===== src/rtl/pong_pkg.sv =====
`default_nettype none
// ============================================================================
// Module      : pong_pkg
// Description : Shared types and constants for the Pong scoring stage:
//               game state encoding, seven-segment patterns and digit
//               box geometry.
// Revision    : 1.0 - initial release
// ============================================================================
package pong_pkg;

  // Game sequencing states
  typedef enum logic [1:0] {
    IDLE      = 2'd0,
    PLAY      = 2'd1,
    PAUSE     = 2'd2,
    GAME_OVER = 2'd3
  } state_e;

  // Seven-segment patterns, bit 6 = a ... bit 0 = g
  localparam logic [6:0] SEG_PATTERN [0:9] = '{
    7'b1111110,  // 0
    7'b0110000,  // 1
    7'b1101101,  // 2
    7'b1111001,  // 3
    7'b0110011,  // 4
    7'b1011011,  // 5
    7'b1011111,  // 6
    7'b1110000,  // 7
    7'b1111111,  // 8
    7'b1111011   // 9
  };

  // Digit box geometry (pixels)
  localparam int DIG_W     = 30;
  localparam int DIG_H     = 50;
  localparam int SEG_T     = 5;
  localparam int DIG_HALF  = 25;  // first row of the lower vertical bars
  localparam int MID_TOP   = 22;  // middle bar, first row
  localparam int MID_BOT   = 27;  // middle bar, last row

endpackage : pong_pkg
`default_nettype wire


===== src/rtl/score_digit_painter.sv =====
`default_nettype none
// ============================================================================
// Module      : score_digit_painter
// Description : Combinational pixel test for one seven-segment digit drawn
//               in a 30x50 box at (ORIGIN_X, ORIGIN_Y).
// Revision    : 1.0 - initial release
// ============================================================================
module score_digit_painter
  import pong_pkg::*;
#(
  parameter int ORIGIN_X = 340,
  parameter int ORIGIN_Y = 20
) (
  input  logic [11:0] xPos,
  input  logic [11:0] yPos,
  input  logic [3:0]  digit,
  output logic        lit
);

  localparam logic [11:0] X0 = 12'(ORIGIN_X);
  localparam logic [11:0] X1 = 12'(ORIGIN_X + DIG_W);
  localparam logic [11:0] Y0 = 12'(ORIGIN_Y);
  localparam logic [11:0] Y1 = 12'(ORIGIN_Y + DIG_H);

  logic [11:0] dx;
  logic [11:0] dy;
  logic        in_box;
  logic [6:0]  pattern;
  logic [6:0]  hit;

  // Decode which segment regions cover the pixel and mask by the digit pattern
  always_comb begin
    dx      = xPos - X0;
    dy      = yPos - Y0;
    in_box  = (xPos >= X0) && (xPos < X1) && (yPos >= Y0) && (yPos < Y1);
    pattern = '0;
    if (digit <= 4'd9) begin
      pattern = SEG_PATTERN[digit];
    end
    hit    = '0;
    hit[6] = (dy < 12'(SEG_T));                                           // a
    hit[5] = (dx >= 12'(DIG_W - SEG_T)) && (dy < 12'(DIG_HALF));          // b
    hit[4] = (dx >= 12'(DIG_W - SEG_T)) && (dy >= 12'(DIG_HALF));         // c
    hit[3] = (dy >= 12'(DIG_H - SEG_T));                                  // d
    hit[2] = (dx < 12'(SEG_T)) && (dy >= 12'(DIG_HALF));                  // e
    hit[1] = (dx < 12'(SEG_T)) && (dy < 12'(DIG_HALF));                   // f
    hit[0] = (dy >= 12'(MID_TOP)) && (dy <= 12'(MID_BOT));                // g
    lit    = in_box && (|(hit & pattern));
  end

endmodule : score_digit_painter
`default_nettype wire


===== src/rtl/pong_score_fsm.sv =====
`default_nettype none
// ============================================================================
// Module      : pong_score_fsm
// Description : Pong game-state and scoring stage. Detects edge misses,
//               keeps scores, sequences serve/pause/game-over, holds the
//               ball and paints both scores as seven-segment digits.
// Revision    : 1.0 - initial release
// ============================================================================
module pong_score_fsm
  import pong_pkg::*;
#(
  parameter int WIN_SCORE   = 7,
  parameter int LEFT_EDGE   = 0,
  parameter int RIGHT_EDGE  = 799,
  parameter int PAUSE_TICKS = 120,
  parameter int LDIG_X      = 340,
  parameter int RDIG_X      = 430,
  parameter int DIG_Y       = 20
) (
  input  logic        Clock,
  input  logic        Reset,
  input  logic        tick,
  input  logic        serve,
  input  logic [10:0] ballLeft,
  input  logic [10:0] ballRight,
  input  logic [11:0] xPos,
  input  logic [11:0] yPos,
  output logic        ballHold,
  output logic [3:0]  scoreLeft,
  output logic [3:0]  scoreRight,
  output logic        gameOver,
  output logic        winner,
  output logic        drawScore
);

  localparam int CNT_W = (PAUSE_TICKS > 1) ? $clog2(PAUSE_TICKS) : 1;

  state_e             state_q, state_d;
  logic [3:0]         score_l_q, score_l_d;
  logic [3:0]         score_r_q, score_r_d;
  logic               winner_q, winner_d;
  logic [CNT_W-1:0]   cnt_q, cnt_d;
  logic               hold_q, hold_d;
  logic               over_q, over_d;
  logic               serve_q;
  logic               draw_q;
  logic               serve_edge;
  logic               lit_l, lit_r;

  // Next-state, scoring and registered-output decode
  always_comb begin
    state_d    = state_q;
    score_l_d  = score_l_q;
    score_r_d  = score_r_q;
    winner_d   = winner_q;
    cnt_d      = cnt_q;
    serve_edge = serve & ~serve_q;

    case (state_q)
      IDLE: begin
        if (serve_edge) begin
          state_d = PLAY;
        end
      end
      PLAY: begin
        if (tick) begin
          // Left miss wins the tie when both edges are touched
          if (ballLeft <= 11'(LEFT_EDGE)) begin
            score_r_d = score_r_q + 4'd1;
            if (score_r_d == 4'(WIN_SCORE)) begin
              state_d  = GAME_OVER;
              winner_d = 1'b1;
            end else begin
              state_d = PAUSE;
              cnt_d   = '0;
            end
          end else if (ballRight >= 11'(RIGHT_EDGE)) begin
            score_l_d = score_l_q + 4'd1;
            if (score_l_d == 4'(WIN_SCORE)) begin
              state_d  = GAME_OVER;
              winner_d = 1'b0;
            end else begin
              state_d = PAUSE;
              cnt_d   = '0;
            end
          end
        end
      end
      PAUSE: begin
        if (tick) begin
          if (cnt_q == CNT_W'(PAUSE_TICKS - 1)) begin
            state_d = PLAY;
            cnt_d   = '0;
          end else begin
            cnt_d = cnt_q + 1'b1;
          end
        end
      end
      GAME_OVER: begin
        if (serve_edge) begin
          state_d   = IDLE;
          score_l_d = '0;
          score_r_d = '0;
          winner_d  = 1'b0;
        end
      end
      default: begin
        state_d = IDLE;
      end
    endcase

    // Hold rises on the very edge that leaves PLAY
    hold_d = (state_d != PLAY);
    over_d = (state_d == GAME_OVER);
  end

  // State, score and output registers
  always_ff @(posedge Clock) begin
    if (Reset) begin
      state_q   <= IDLE;
      score_l_q <= '0;
      score_r_q <= '0;
      winner_q  <= 1'b0;
      cnt_q     <= '0;
      hold_q    <= 1'b1;
      over_q    <= 1'b0;
      serve_q   <= 1'b0;
      draw_q    <= 1'b0;
    end else begin
      state_q   <= state_d;
      score_l_q <= score_l_d;
      score_r_q <= score_r_d;
      winner_q  <= winner_d;
      cnt_q     <= cnt_d;
      hold_q    <= hold_d;
      over_q    <= over_d;
      serve_q   <= serve;
      draw_q    <= lit_l | lit_r;
    end
  end

  score_digit_painter #(
    .ORIGIN_X (LDIG_X),
    .ORIGIN_Y (DIG_Y)
  ) u_left_digit (
    .xPos  (xPos),
    .yPos  (yPos),
    .digit (score_l_q),
    .lit   (lit_l)
  );

  score_digit_painter #(
    .ORIGIN_X (RDIG_X),
    .ORIGIN_Y (DIG_Y)
  ) u_right_digit (
    .xPos  (xPos),
    .yPos  (yPos),
    .digit (score_r_q),
    .lit   (lit_r)
  );

  assign ballHold   = hold_q;
  assign scoreLeft  = score_l_q;
  assign scoreRight = score_r_q;
  assign gameOver   = over_q;
  assign winner     = winner_q;
  assign drawScore  = draw_q;

endmodule : pong_score_fsm
`default_nettype wire

===== config.mk =====
export PLATFORM = sky130hd
export DESIGN_NAME = pong_score_fsm
export DESIGN_NICKNAME = d
export VERILOG_FILES = /design/src/rtl/pong_pkg.sv /design/src/rtl/score_digit_painter.sv /design/src/rtl/pong_score_fsm.sv
export SDC_FILE = /design/constraint.sdc
export NUM_CORES = 1
export LEC_CHECK = 0
export ABC_AREA = 1
export BUFFER_PORTS_ARGS = -buffer_cell sky130_fd_sc_hd__buf_4
export CORE_MARGIN = 2
export CORE_UTILIZATION = 35
export CTS_BUF_LIST = sky130_fd_sc_hd__clkbuf_2 sky130_fd_sc_hd__clkbuf_4 sky130_fd_sc_hd__clkbuf_8
export DETAILED_ROUTE_END_ITERATION = 8
export GPL_ROUTABILITY_DRIVEN = 0
export SETUP_SLACK_MARGIN = 0.4
export SYNTH_ARGS = -nofsm -noshare
export SYNTH_HDL_FRONTEND = slang
export SYNTH_SLANG_ARGS = --single-unit

===== constraint.sdc =====
create_clock -name Clock -period 1.7 [get_ports Clock]
set_input_delay 0.085 -clock Clock [delete_from_list [all_inputs] [get_ports Clock]]
set_output_delay 0.085 -clock Clock [all_outputs]
set_load 0.1 [all_outputs]

=== Word level (Yosys, flattened, before mapping) ===
Memories as Yosys holds them, arrays and structs flattened.
Index checks and enable logic that the tools add are counted.

* Register bits: 22
* Bits of input ports: 50
* Bits in read-only memories: 224
* Memories: 2

{| class="wikitable"
|+ Memories
! memory !! words !! width !! rd ports !! clocked after memory_dff !! wr ports !! line !! source
|-
| (name not given) || 16 || 7 || 1 || 0 || 0 || score_digit_painter.sv:38 || <nowiki>pattern = SEG_PATTERN[digit];</nowiki>
|-
| (name not given) || 16 || 7 || 1 || 0 || 0 || score_digit_painter.sv:38 ||
|}

* Reductions and logical operators: 26
* Magnitude comparators: 22
* Bitwise gates (word level): 7
* Add/subtract/negate cells: 6
* Equal/unequal tests: 19
* Muxes and demuxes: 39

{| class="wikitable"
|+ Operators with widths
! kind !! count
|-
| $mux W7 || 13
|-
| $ge A12 B5 Y1 const B || 5
|-
| $lt A12 B3 Y1 const B || 3
|-
| $ge A12 B9 Y1 const B || 2
|-
| $lt A12 B9 Y1 const B || 2
|-
| $mux W4 || 6
|-
| $sub A12 B9 Y12 const B || 2
|-
| $logic_and A1 B1 Y1 || 17
|-
| $pmux W4 S2 || 2
|-
| $ne A3 B3 Y1 const B || 5
|-
| $and A7 B7 Y7 || 2
|-
| $mux W2 || 7
|-
| $pmux W7 S2 || 1
|-
| $reduce_or A7 Y1 || 2
|-
| $ge A12 B6 Y1 const B || 1
|-
| $le A12 B5 Y1 const B || 1
|-
| $lt A12 B5 Y1 const B || 1
|-
| $lt A12 B7 Y1 const B || 1
|-
| $ne A2 B2 Y1 const B || 6
|-
| $reduce_and A6 Y1 || 2
|-
| $sub A12 B5 Y12 const B || 1
|-
| $ge A11 B10 Y1 const B || 1
|-
| $le A11 B1 Y1 const B || 1
|-
| $ge A5 B5 Y1 const B || 2
|-
| 19 further kinds || 33
|}

=== Longest topological paths before layout ===
* Depth in word-level cells: 9
* Depth in mapped cells: 19

=== By module ===
A second synthesis with hierarchy kept.

* Cell total of the unflattened synthesis: 655
* Area total of the unflattened synthesis: 3659.8 sq um

{| class="wikitable"
|+ By module, submodules not included
! module !! cells each !! times used !! area each (sq um) !! seq. area each (sq um)
|-
| pong_score_fsm || 231 || 1 || 1447.6 || 440.4
|-
| score_digit_painter at u_right_digit || 227 || 1 || 1152.4 || 0.0
|-
| score_digit_painter at u_left_digit || 197 || 1 || 1059.8 || 0.0
|}

=== Worst setup path after synthesis ===
Ideal clock, no wire load.

* Path kind: flip-flop to flip-flop
* Start point: register score_l_q[0], in the netlist scoreLeft[0]
* End point: register draw_q, in the netlist drawScore
* Data arrival time: 2.358 ns
* Setup slack: -0.788 ns
* Stages on the path, launching flop included: 15
* Clock period less this slack: 2.488 ns
* Data required time: 1.569 ns
* Cells stage by stage: dfxtp_1 inv_1 ha_1 nand2_1 nand2_1 a21oi_1 inv_1 o21ai_0 inv_1 nand4_1 nand2_1 nor2_1 nand2_1 nand2_1 a21oi_2

* Word-level cells in the longest chain between the ends: 9
* Elaborated cells between the ends (all ways): 10

{| class="wikitable"
|+ RTL lines
! item !! line !! source
|-
| from (decl) || pong_score_fsm.sv:39 || <nowiki>logic [3:0] score_l_q, score_l_d;</nowiki>
|-
| from (signal assigned) || pong_score_fsm.sv:131 || <nowiki>score_l_q <= score_l_d;</nowiki>
|-
| $not A4 Y5 (not written as such) || score_digit_painter.sv:38 ||
|-
| $mem_v2 Z16 W7 || n/a ||
|-
| $mux W7 (not written as such) (2 in series) || score_digit_painter.sv:38 ||
|-
| $mux W7 * || score_digit_painter.sv:37 || <nowiki>if (digit <= 4'd9) begin</nowiki>
|-
| $and A7 B7 Y7 * || score_digit_painter.sv:48 || <nowiki>lit = in_box && (|(hit & pattern));</nowiki>
|-
| $reduce_or A7 Y1 * || score_digit_painter.sv:48 ||
|-
| $logic_and A1 B1 Y1 * || score_digit_painter.sv:48 ||
|-
| $or A1 B1 Y1 * || pong_score_fsm.sv:138 || <nowiki>draw_q <= lit_l | lit_r;</nowiki>
|-
| to (signal assigned) || pong_score_fsm.sv:138 ||
|-
| to (decl) || pong_score_fsm.sv:46 || <nowiki>logic draw_q;</nowiki>
|}

Every way passes the cells marked *; elsewhere a longest branch is shown, timed or not. The select of a mux whose other input is x is not followed.
A chain may end at the register's enable or synchronous reset.

=== Worst setup path in the final report ===
* Start point: register score_r_q[1], in the netlist scoreRight[1]
* End point: register hold_q, in the netlist ballHold

* Word-level cells in the longest chain between the ends: 7

{| class="wikitable"
|+ RTL lines
! item !! line !! source
|-
| from (decl) || pong_score_fsm.sv:40 || <nowiki>logic [3:0] score_r_q, score_r_d;</nowiki>
|-
| from (signal assigned) || pong_score_fsm.sv:132 || <nowiki>score_r_q <= score_r_d;</nowiki>
|-
| $add A4 B1 Y4 || pong_score_fsm.sv:69 || <nowiki>score_r_d = score_r_q + 4'd1;</nowiki>
|-
| $eq A4 B3 Y1 || pong_score_fsm.sv:70 || <nowiki>if (score_r_d == 4'(WIN_SCORE)) begin</nowiki>
|-
| $mux W1 || pong_score_fsm.sv:70 ||
|-
| $mux W2 || pong_score_fsm.sv:68 || <nowiki>if (ballLeft <= 11'(LEFT_EDGE)) begin</nowiki>
|-
| $mux W2 || pong_score_fsm.sv:66 || <nowiki>if (tick) begin</nowiki>
|-
| $pmux W2 S4 || pong_score_fsm.sv:59 || <nowiki>case (state_q)</nowiki>
|-
| $ne A2 B1 Y1 || pong_score_fsm.sv:113 || <nowiki>hold_d = (state_d != PLAY);</nowiki>
|-
| to (signal assigned) || pong_score_fsm.sv:135 || <nowiki>hold_q <= hold_d;</nowiki>
|-
| to (decl) || pong_score_fsm.sv:43 || <nowiki>logic hold_q, hold_d;</nowiki>
|}

Every way passes these cells.

==> impl_metrics.env <==
export IMPL_post_synth_fa_ha_maj_area_fraction_pct=9.80
export IMPL_slew_limit_headroom_pct=74.6
export IMPL_numClockSinks=22
export IMPL_outcome="finished, violations left"
export IMPL_fraction_of_the_mapped_netlist_area_in_compound_gates_pct=14.7
export IMPL_avg_wl_per_cell_um=11.6
export IMPL_hold_path_class="primary input to flop"
export IMPL_grt_pass1_vias=3051
export IMPL_fin_nets=622
export IMPL_die_height_um=91.5
export IMPL_core_area_um2=7330
export IMPL_layout_common_cells="sky130_fd_sc_hd__buf_4 (103), sky130_fd_sc_hd__nand2_1 (84), sky130_fd_sc_hd__inv_1 (50)"
export IMPL_layout_commonest_cell="sky130_fd_sc_hd__buf_4"
export IMPL_share_seq_of_total_power_pct=27.1
export IMPL_post_dp_cell_area_um2=3560
export IMPL_syn_num_nets=512
export IMPL_comb_power_share_pct=51.9
export IMPL_cp_arrival_ns=1.87
export IMPL_async_flop_share_pct=0
export IMPL_cts_max_path_buffers=2
export IMPL_min_period_ns=1.71
export IMPL_vias_per_cell=5.03
export IMPL_ant_nets=0
export IMPL_power_report_internal_total_mw=1.39
export IMPL_yosys_area_share_simple_pct=45.5
export IMPL_clock_skew_ns=0.00373
export IMPL_synth_seq_cells=22
export IMPL_drive_gt1_share_pct=40.7
export IMPL_final_cell_area_um2=4080
export IMPL_grt_first_pass_wirelength_um=12600
export IMPL_fmax_ghz=0.586
export IMPL_worst_pin_slew_ns=0.378
export IMPL_boundaryPins=62
export IMPL_combined_area_of_all_synthesized_cells_um2=2680
export IMPL_starting_density_pct=36.6
export IMPL_finalSetupViolCount=1
export IMPL_clk_lat_worst_skew_ns=0.27
export IMPL_violations="setup timing"
export IMPL_postSynthCellCount=441
export IMPL_grt_setup_unrepaired="yes"
export IMPL_power_mw=2.38
export IMPL_diodes=0
export IMPL_drt_iter0_drcs=86
export IMPL_ir_worst_vdd_mv=0.603
export IMPL_synth_area_per_cell_um2=6.08
export IMPL_grt_max_degree=16
export IMPL_cp_end_kind="flop"
export IMPL_synth_cell_type_count=42
export IMPL_finalWorstSetupSlack_ns=-0.00573
export IMPL_timing_critical_path_fanout_max=5
export IMPL_final_max_slew_violation_count=0
export IMPL_clockPowerShare_pct=21.1
export IMPL_leakage_nw=1.92
export IMPL_drt_wl_total_um=7540
export IMPL_critPathLaunchType="flop"
export IMPL_maxCapViolations=0
export IMPL_finalNonFillerCells=649
export IMPL_cts_clk_slew_worst_paths_ns=0.09
export IMPL_overflow=0
export IMPL_final_hold_violations=0
export IMPL_cts_buffers=3
export IMPL_synth_seq_area_share_pct=16.4
export IMPL_synth_area_mux_share_pct=0
export IMPL_final_core_utilization_pct=55.6
export IMPL_critPathKind="flop to flop"
export IMPL_detail_route_drc_violations=0
export IMPL_post_place_cells=625
export IMPL_synth_main_ff_cell="sky130_fd_sc_hd__dfxtp_1"
export IMPL_standard_cell_rows=31
export IMPL_cts_htree_levels=1
export IMPL_grt_util_all_layers_pct=17.4
export IMPL_area_growth_syn_to_layout_pct=52.0
export IMPL_power_density_nw_per_um2=584
export IMPL_switchingPower_mw=0.993
export IMPL_antenna_found_initial=0
export IMPL_numPortBuffers=61
export IMPL_fin_hold_ws_ns=0.0355
export IMPL_sw_frac_of_total_pct=41.7
export IMPL_die_width_um=91.5
export IMPL_cts_root_buf="sky130_fd_sc_hd__clkbuf_8"
export IMPL_post_synth_xor_area_fraction_pct=3.27
export IMPL_tritoncts="yes"
export IMPL_synth_top_family_by_area="simple AND/OR/NAND/NOR gates"
export IMPL_period_share_pct=100
export IMPL_dieArea_um2=8380
export IMPL_hpwl_um=5960
export IMPL_synth_enable_flop_cells=0
export IMPL_nFillCells=704
export IMPL_detailedRoute_firstPassIterationCount=4
export IMPL_via_count=3267
export IMPL_yosysWarnings=0
export IMPL_cp_required_ns=1.87
[per-layer routing]
metal / vias up / global-route usage, % / wire length [um]
met1: 1480 / 20.9 / 3240
met3: 15 / 1.91 / 335
met5: - / 0 / 0
li1: 1680 / - / -
met2: 92 / 32.3 / 3820
met4: 0 / 5.18 / 144
[through the flow]
step / setup slack [ns] / TNS, ns
after global routing: -0.108 / -0.524
after floorplan: -0.0969 / -0.396
after detailed placement: -0.145 / -0.393
after global placement: -0.106 / -0.141
final: -0.00573 / -0.00573
after CTS: 0.00963 / 0
[Yosys cell counts (2+ instances only)]
master,instances,area share (%)
sky130_fd_sc_hd__nand3b_1,2,0.56
sky130_fd_sc_hd__nand4_1,10,2.3
sky130_fd_sc_hd__nor2_2,3,0.70
sky130_fd_sc_hd__o211ai_1,5,1.4
sky130_fd_sc_hd__nor2_1,45,6.3
sky130_fd_sc_hd__ha_1,21,9.8
sky130_fd_sc_hd__a211oi_1,6,1.7
sky130_fd_sc_hd__nand2_4,3,1.3
sky130_fd_sc_hd__nand2_1,96,13
sky130_fd_sc_hd__a21oi_1,18,3.4
sky130_fd_sc_hd__dfxtp_1,22,16
sky130_fd_sc_hd__nand2_2,11,2.6
sky130_fd_sc_hd__nand3_2,3,1.1
sky130_fd_sc_hd__o21ai_0,21,3.9
sky130_fd_sc_hd__inv_2,8,1.1
sky130_fd_sc_hd__nor3_1,12,2.2
sky130_fd_sc_hd__nor2_4,3,1.3
sky130_fd_sc_hd__xnor2_1,4,1.3
sky130_fd_sc_hd__inv_1,59,8.3
sky130_fd_sc_hd__clkbuf_1,2,0.28
sky130_fd_sc_hd__a22oi_1,3,0.84
sky130_fd_sc_hd__nor3b_1,2,0.56
sky130_fd_sc_hd__nand3_1,45,8.4
sky130_fd_sc_hd__xor2_1,6,2.0
sky130_fd_sc_hd__a31oi_1,3,0.70
sky130_fd_sc_hd__nor4_1,6,1.4
sky130_fd_sc_hd__or2_2,4,0.93
sky130_fd_sc_hd__o21ai_1,3,0.56
sky130_fd_sc_hd__o2111ai_1,2,0.65
[what timing repair did]
| action | in CTS | in global routing |
|---|---|---|
| gates resized for setup | 48 | 33 |
| setup endpoints to repair | 21 | 21 |
| pin swaps | 24 | 20 |
| hold buffers | 0 | 0 |
| buffers inserted | 15 | 5 |
[power groups by stage]
stage	combinational, mW	clock (mW)	sequential, mW
after global routing	1.35	0.522	0.654
after global placement	1.03	0	0.641
after detailed placement	1.05	0	0.643
after CTS	1.18	0.503	0.642
final	1.24	0.501	0.645
after floorplan	0.524	0	0.807
[path summary, 6_finish.rpt]
| path | start | slack (ns) | end | cells after the start |
|---|---|---|---|---|
| min reg2reg | winner | 0.49 | winner | 2 |
| max | scoreRight[1] | -0.006 | ballHold | 11 |
| max reg2reg | scoreRight[1] | -0.006 | ballHold | 11 |
| min | serve | 0.04 | serve_q | 3 |
[registers in the layout (all words and copies together) (netlist names)]
signal,cells
ballHold,1
cnt_q,7
drawScore,1
gameOver,1
scoreLeft,4
scoreRight,4
serve_q,1
state_q,2
winner,1
[kinds of logic (layout without fill, tap and decap cells)]
logic type      after synthesis  in the layout
buf+inv                      72            181
compound gates               66             66
fa+ha+maj                    21             21
flops                        22             22
xor+xnor                     10             10
simple gates                250            250
[layout make-up]
class	count	area [um^2]	share of cell area (%)
Inverter	67	262	6.41
Sequential cell	22	482	11.8
Tap cell	99	124	3.04
Clock buffer	3	41.3	1.01
Timing Repair Buffer	110	861	21.1
Clock inverter	1	30.0	0.737
Multi-Input combinational cell	347	2280	55.9
[worst max-delay path, stage by stage (launching register included)]
cell                        delay (ns)
sky130_fd_sc_hd__dfxtp_4          0.38
sky130_fd_sc_hd__buf_4            0.15
sky130_fd_sc_hd__nand3_4          0.07
sky130_fd_sc_hd__xor2_2           0.18
sky130_fd_sc_hd__nand3_2          0.15
sky130_fd_sc_hd__buf_6            0.15
sky130_fd_sc_hd__nand2_1          0.09
sky130_fd_sc_hd__o2111ai_4        0.11
sky130_fd_sc_hd__nand3_1          0.12
sky130_fd_sc_hd__nand2_2          0.07
sky130_fd_sc_hd__nor2_2           0.09
sky130_fd_sc_hd__nand2_1          0.06
(Power assumes the default switching activity.)
